### src/rtl/palette_pkg.sv
// Shared types and default sizes for the palette lookup block.
package palette_pkg;

    localparam int DEF_INDEX_W = 4;
    localparam int DEF_CHAN_W  = 4;

    // Fade command encoding carried on fade_cmd.
    typedef enum logic [1:0] {
        CMD_NONE     = 2'b00,
        CMD_FADE_IN  = 2'b01,
        CMD_FADE_OUT = 2'b10,
        CMD_SNAP     = 2'b11
    } fade_cmd_e;

    // Brightness controller states.
    typedef enum logic [1:0] {
        ST_FULL      = 2'b00,
        ST_DARK      = 2'b01,
        ST_RAMP_UP   = 2'b10,
        ST_RAMP_DOWN = 2'b11
    } fade_state_e;

endpackage

### src/rtl/palette_fade.sv
// Brightness fade controller: FSM, step divider and bright register.
// Only compiled when PALETTE_LUT_FADE_EN is defined.
`ifdef PALETTE_LUT_FADE_EN
module palette_fade
    import palette_pkg::*;
#(
    parameter int CHAN_W   = DEF_CHAN_W,
    parameter int FADE_DIV = 1024
) (
    input  logic              clk,
    input  logic              reset,
    input  logic [1:0]        fade_cmd_i,
    output logic [CHAN_W:0]   bright_o,
    output logic              busy_o
);

    localparam int               CNT_W      = (FADE_DIV > 1) ? $clog2(FADE_DIV) : 1;
    localparam logic [CNT_W-1:0] CNT_LAST   = CNT_W'(FADE_DIV - 1);
    localparam logic [CHAN_W:0]  BRIGHT_MAX = {1'b1, {CHAN_W{1'b0}}};

    fade_state_e        state_q, state_d;
    logic [CHAN_W:0]    bright_q, bright_d;
    logic [CNT_W-1:0]   cnt_q, cnt_d;

    // State, brightness and divider registers; reset lands at full brightness.
    always_ff @(posedge clk or posedge reset) begin
        if (reset) begin
            state_q  <= ST_FULL;
            bright_q <= BRIGHT_MAX;
            cnt_q    <= '0;
        end else begin
            state_q  <= state_d;
            bright_q <= bright_d;
            cnt_q    <= cnt_d;
        end
    end

    // Next-state logic: commands restart the divider and ramp from the current
    // brightness; a ramp already at its end point goes straight to the terminal state.
    always_comb begin
        state_d  = state_q;
        bright_d = bright_q;
        cnt_d    = cnt_q;
        case (fade_cmd_e'(fade_cmd_i))
            CMD_FADE_IN: begin
                cnt_d   = '0;
                state_d = (bright_q == BRIGHT_MAX) ? ST_FULL : ST_RAMP_UP;
            end
            CMD_FADE_OUT: begin
                cnt_d   = '0;
                state_d = (bright_q == '0) ? ST_DARK : ST_RAMP_DOWN;
            end
            CMD_SNAP: begin
                cnt_d    = '0;
                bright_d = BRIGHT_MAX;
                state_d  = ST_FULL;
            end
            default: begin
                if (state_q == ST_RAMP_UP || state_q == ST_RAMP_DOWN) begin
                    if (cnt_q == CNT_LAST) begin
                        cnt_d = '0;
                        if (state_q == ST_RAMP_UP) begin
                            bright_d = bright_q + 1'b1;
                            if (bright_d == BRIGHT_MAX) state_d = ST_FULL;
                        end else begin
                            bright_d = bright_q - 1'b1;
                            if (bright_d == '0) state_d = ST_DARK;
                        end
                    end else begin
                        cnt_d = cnt_q + 1'b1;
                    end
                end
            end
        endcase
    end

    assign bright_o = bright_q;
    assign busy_o   = (state_q == ST_RAMP_UP) || (state_q == ST_RAMP_DOWN);

endmodule
`endif

### src/rtl/palette_lut.sv
// Palette lookup table with a 2-cycle read pipeline and optional brightness
// fade. Define PALETTE_LUT_FADE_EN to build in the fade controller and scaler;
// otherwise fade_cmd is ignored and the second stage is a plain register.
module palette_lut
    import palette_pkg::*;
#(
    parameter int INDEX_W  = DEF_INDEX_W,
    parameter int CHAN_W   = DEF_CHAN_W,
    parameter int FADE_DIV = 1024
) (
    input  logic                  clk,
    input  logic                  reset,
    input  logic                  wr_en,
    input  logic [INDEX_W-1:0]    wr_index,
    input  logic [3*CHAN_W-1:0]   wr_rgb,
    input  logic                  rd_valid_in,
    input  logic [INDEX_W-1:0]    rd_index,
    output logic                  rd_valid_out,
    output logic [CHAN_W-1:0]     red,
    output logic [CHAN_W-1:0]     green,
    output logic [CHAN_W-1:0]     blue,
    input  logic [1:0]            fade_cmd,
    output logic                  fade_busy
);

    localparam int DEPTH = 2**INDEX_W;
    localparam int RGB_W = 3*CHAN_W;

    logic [RGB_W-1:0] mem_q [DEPTH];
    logic [RGB_W-1:0] rd_rgb_d;
    logic [RGB_W-1:0] rgb_p1_q;
    logic             vld_p1_q;
    logic [RGB_W-1:0] rgb_p2_d;
    logic [RGB_W-1:0] rgb_p2_q;
    logic             vld_p2_q;

    // Palette storage; reset restores a greyscale ramp on all three channels.
    always_ff @(posedge clk or posedge reset) begin
        if (reset) begin
            for (int i = 0; i < DEPTH; i++) begin
                mem_q[i] <= {3{CHAN_W'(i)}};
            end
        end else if (wr_en) begin
            mem_q[wr_index] <= wr_rgb;
        end
    end

    // Table read with write-first bypass for a same-index write in this cycle.
    always_comb begin
        rd_rgb_d = mem_q[rd_index];
        if (wr_en && (wr_index == rd_index)) rd_rgb_d = wr_rgb;
    end

    // ---- stage 1: registered table read ----
    always_ff @(posedge clk or posedge reset) begin
        if (reset) begin
            vld_p1_q <= 1'b0;
            rgb_p1_q <= '0;
        end else begin
            vld_p1_q <= rd_valid_in;
            if (rd_valid_in) rgb_p1_q <= rd_rgb_d;
        end
    end

`ifdef PALETTE_LUT_FADE_EN
    logic [CHAN_W:0] bright;

    palette_fade #(
        .CHAN_W   (CHAN_W),
        .FADE_DIV (FADE_DIV)
    ) u_fade (
        .clk        (clk),
        .reset      (reset),
        .fade_cmd_i (fade_cmd),
        .bright_o   (bright),
        .busy_o     (fade_busy)
    );

    // (c * b) >> CHAN_W, truncated; b at its maximum passes c through unchanged.
    function automatic logic [CHAN_W-1:0] scale_chan(input logic [CHAN_W-1:0] c,
                                                     input logic [CHAN_W:0]   b);
        logic [2*CHAN_W:0] prod;
        prod = {{(CHAN_W+1){1'b0}}, c} * {{CHAN_W{1'b0}}, b};
        return CHAN_W'(prod >> CHAN_W);
    endfunction

    // Brightness scaling of each channel ahead of stage 2.
    always_comb begin
        rgb_p2_d = {scale_chan(rgb_p1_q[3*CHAN_W-1:2*CHAN_W], bright),
                    scale_chan(rgb_p1_q[2*CHAN_W-1:CHAN_W],   bright),
                    scale_chan(rgb_p1_q[CHAN_W-1:0],          bright)};
    end
`else
    logic unused_fade;
    assign unused_fade = (^fade_cmd) ^ (FADE_DIV < 1);
    assign fade_busy   = 1'b0;

    // Without fading, stage 2 carries the table value unchanged.
    always_comb begin
        rgb_p2_d = rgb_p1_q;
    end
`endif

    // ---- stage 2: registered output colour, held while no valid result ----
    always_ff @(posedge clk or posedge reset) begin
        if (reset) begin
            vld_p2_q <= 1'b0;
            rgb_p2_q <= '0;
        end else begin
            vld_p2_q <= vld_p1_q;
            if (vld_p1_q) rgb_p2_q <= rgb_p2_d;
        end
    end

    assign rd_valid_out        = vld_p2_q;
    assign {red, green, blue}  = rgb_p2_q;

endmodule
### config.mk
export PLATFORM = sky130hd
export DESIGN_NAME = palette_lut
export DESIGN_NICKNAME = d
export VERILOG_FILES = /design/src/rtl/palette_pkg.sv /design/src/rtl/palette_fade.sv /design/src/rtl/palette_lut.sv
export SDC_FILE = /design/constraint.sdc
export NUM_CORES = 1
export LEC_CHECK = 0
export CELL_PAD_IN_SITES_DETAIL_PLACEMENT = 2
export CELL_PAD_IN_SITES_GLOBAL_PLACEMENT = 2
export CORE_UTILIZATION = 29
export DETAILED_ROUTE_END_ITERATION = 7
export GPL_ROUTABILITY_DRIVEN = 0
export PLACE_DENSITY_LB_ADDON = 0.1
export SETUP_SLACK_MARGIN = 0.5
export SLEW_MARGIN = 10
export SYNTH_ARGS = -nofsm -noshare
export SYNTH_HDL_FRONTEND = slang
export SYNTH_SLANG_ARGS = --single-unit
### constraint.sdc
create_clock -name clk -period 16.56 [get_ports clk]
set_input_delay 2.484 -clock clk [delete_from_list [all_inputs] [get_ports clk]]
set_output_delay 2.484 -clock clk [all_outputs]
set_load 0.05 [all_outputs]
==> flow_summary.yaml <==
floorplanning:
  core_area_mm2: 0.03378
  initial_core_util_pct: 29.72
  die_w_um: 188.1
  ios: 40
  fp.dieH_um: 188.1
  die_area_mm2: 0.03537
  rows: 67
power_and_ir_drop:
  vdd_ir_drop_max_mv: 0.06795
  power_per_cell_area_mw_per_mm2: 137.9
  power_leakage_nw: 4.787
  intPower_mw: 1.177
  p_comb_share_pct: 18.1
  seqPwrFrac_pct: 46.7
  p_sw_mw: 0.4272
  switching_share_pct: 26.62
  clkPwrFrac_pct: 35.2
  power_mw: 1.605
yosys:
  synth_compound_area_share_pct: 7.153
  yosysMostFrequentCell: "mux2_2"
  netlist_instances: 743
  synth_commonest_cells: "mux2_2 (137), dfrtp_1 (122), dfstp_2 (96), nand2_1 (76), o21ai_1 (47)"
  synth_edf_count: 0
  synthMuxAreaShare_pct: 27.96
  synthDistinctLibCells: 34
  synth_top_area_share_pct: 30.40
  synth_seq_area_share_pct: 55.53
  syn-num-nets: 769
  synth_flop_cell: "dfrtp_1"
  yosysTopAreaCell: "dfrtp_1"
  synth_simple_gate_area_share_pct: 4.810
  yosys_register_bits: 218
  synth_top_family_by_area: "multiplexers"
  avgSynthCellArea_um2: 13.51
  yosysWarningCount: 0
  syn_area_mm2: 0.01004
  synthXorXnorAreaFrac_pct: 0.3489
  synthAdderAreaFrac_pct: 0
  synth.area.top_cells: "dfrtp_1 (30%), dfstp_2 (25%), mux2_2 (15%)"
  ys_async_sr_fraction_pct: 100.0
grt:
  grt-ovfl-total: 0
  track_usage_pct: 17.06
  grt_max_degree: 137
  antenna_found_initial: 1
  grt_pass1_vias: 7162
  grt_pass1_wl_um: 45550
routing:
  route.detailed.drc: 0
  wirelength_um: 29070
  num_vias: 6221
  antenna_left: 0
  drt_iter0_drc: 296
  avgRoutedWirePerCell_um: 23.61
  via_per_inst: 5.054
  drt_first_pass_iters: 4
worst_setup_path:
  start_kind: "input pin"
  crit_slowest_cell: "nand3_1"
  worstSetupPathType: "input pin to flop"
  path_delay_family: "simple AND/OR/NAND/NOR gates"
  cp.required_ns: 16.96
  critPathArrivalTime_ns: 4.95
  critPathBufInv: 1
  path_max_fanout: 24
  endpoint_kind: "flop"
  path_cells: "clkdlybuf4s50_1, nor2b_1, nand3_1, o21ai_0"
  critical_path_depth: 4
  critPathMaxStageDelay_ns: 0.94
  ff2ff_path_depth: 4
clocking:
  h-tree-depth: 1
  cts_tree: "done"
  post-cts-setup-buffer-count: 0
  cts.repair.resized: 0
  cts_made_buffers: 26
  postCtsHoldBufs: 0
  worstSkewPairLatency_ns: 0.53
  clk_path_buf_depth: 3
  clock_sinks: 218
  clk_transition_reported_paths_ns: 0.06
  cts_root_buf: "clkbuf_16"
final_layout:
  syn_to_final_growth_pct: 15.93
  nNetsFinal: 788
  drive_gt1_share_pct: 44.63
timing:
  worst_pin_slew_ns: 1.237
  hold_viol_final: 0
  period_needed_ns: 4.551
  finalSetupTns_ns: 0
  slew_violations: 0
  setup_viol: 0
  fmax_mhz: 219.7
  post-route-period-util_pct: 27.48
  grt_setup_unrepaired: "no"
  relSlewSlack_pct: 17.31
  fin_worst_skew_ns: 0.01298
min_path:
  min_path_cells: 2
  worstHoldPathType: "flop to flop"
run:
  drv_cap: 0
place:
  dp_hpwl_um: 18150
  io_buffers: 36
run_status:
  status: "complete, no violations"
-- registers in the layout, indices dropped and copies added, names as in the netlist --
register and flops:
vld_p1_q 1, rd_valid_out 1, mem_q 192, rgb_p2_q 12, rgb_p1_q 12
-- worst min-delay path: cells and delay by family, from the launching register on --
kind | cells | cell delay [ns]
compound gates | 1 | 0.05
flops | 1 | 0.37
simple gates | 1 | 0.05
-- power groups by stage --
stage	clock [mW]	combinational, mW	sequential [mW]
floorplan	0	0.197	0.757
detailed placement	0	0.295	0.760
global route	0.602	0.318	0.767
CTS	0.587	0.296	0.752
global placement	0	0.281	0.745
finish	0.564	0.291	0.750
-- cells in the final DEF, fill, tap and decap left out, types with 24 or more instances in the layout --
cell type / netlist / final
nand2_1: 76 / 76
dfstp_2: 96 / 96
mux2_2: 137 / 137
o21ai_0: 25 / 25
mux4_2: 36 / 36
dfrtp_1: 122 / 122
mux2i_1: 24 / 24
o21ai_1: 47 / 47
clkbuf_16: 0 / 27
clkdlybuf4s50_1: 0 / 34
-- kinds of logic after synthesis --
logic type,count (synthesis)
buf+inv,79
flops,218
xor+xnor,4
other cells,1
compound gates,109
simple gates,116
mux,216
-- stage by stage --
step	utilization (%)	hold WS (ns)	setup slack (ns)	std cells	cell area, um^2
after floorplan	-	0.4074	8.271	743	10040
after global placement	31.86	0.4507	11.17	1181	10760
after detailed placement	31.91	0.4590	11.49	1182	10780
after CTS	34.45	0.4677	12.04	1230	11640
after global routing	34.45	0.4779	11.87	1231	11640
final	34.45	0.4678	12.01	1231	11640
-- layout make-up --
cell class              instances  area (um^2)
fillers                      3428        22140
flip-flops and latches        218         5575
multi-input cells             446         4076
clock buffers                  45        843.3
well taps                     448        560.5
repair buffers                 56        506.7
inverters                      14        60.06
clock inverters                 3        15.01
diodes                          1        2.502
-- final timing paths --
check | end | startpoint | slack [ns]
setup / recovery | mem_q[95]$_DFFE_PP1P_ | wr_en | 12.01
setup reg to reg | rgb_p1_q[1]$_DFFE_PP0P_ | mem_q[133]$_DFFE_PP0P_ | 15.04
min in group asynchronous | mem_q[141]$_DFFE_PP0P_ | reset | 2.53
hold / removal | mem_q[168]$_DFFE_PP1P_ | mem_q[168]$_DFFE_PP1P_ | 0.47
max in group asynchronous | mem_q[140]$_DFFE_PP0P_ | reset | 12.25
hold reg to reg | mem_q[168]$_DFFE_PP1P_ | mem_q[168]$_DFFE_PP1P_ | 0.47
-- per-layer routing --
metal  global-route usage [%]  wire length (um)  vias up
li1                         -                 -     2724
met1                    23.55             13570     3364
met2                    28.37             14070       85
met3                    1.946               806       48
met4                    4.378               622        0
met5                        0                 0        -
Power figures use the tool's default switching activity.
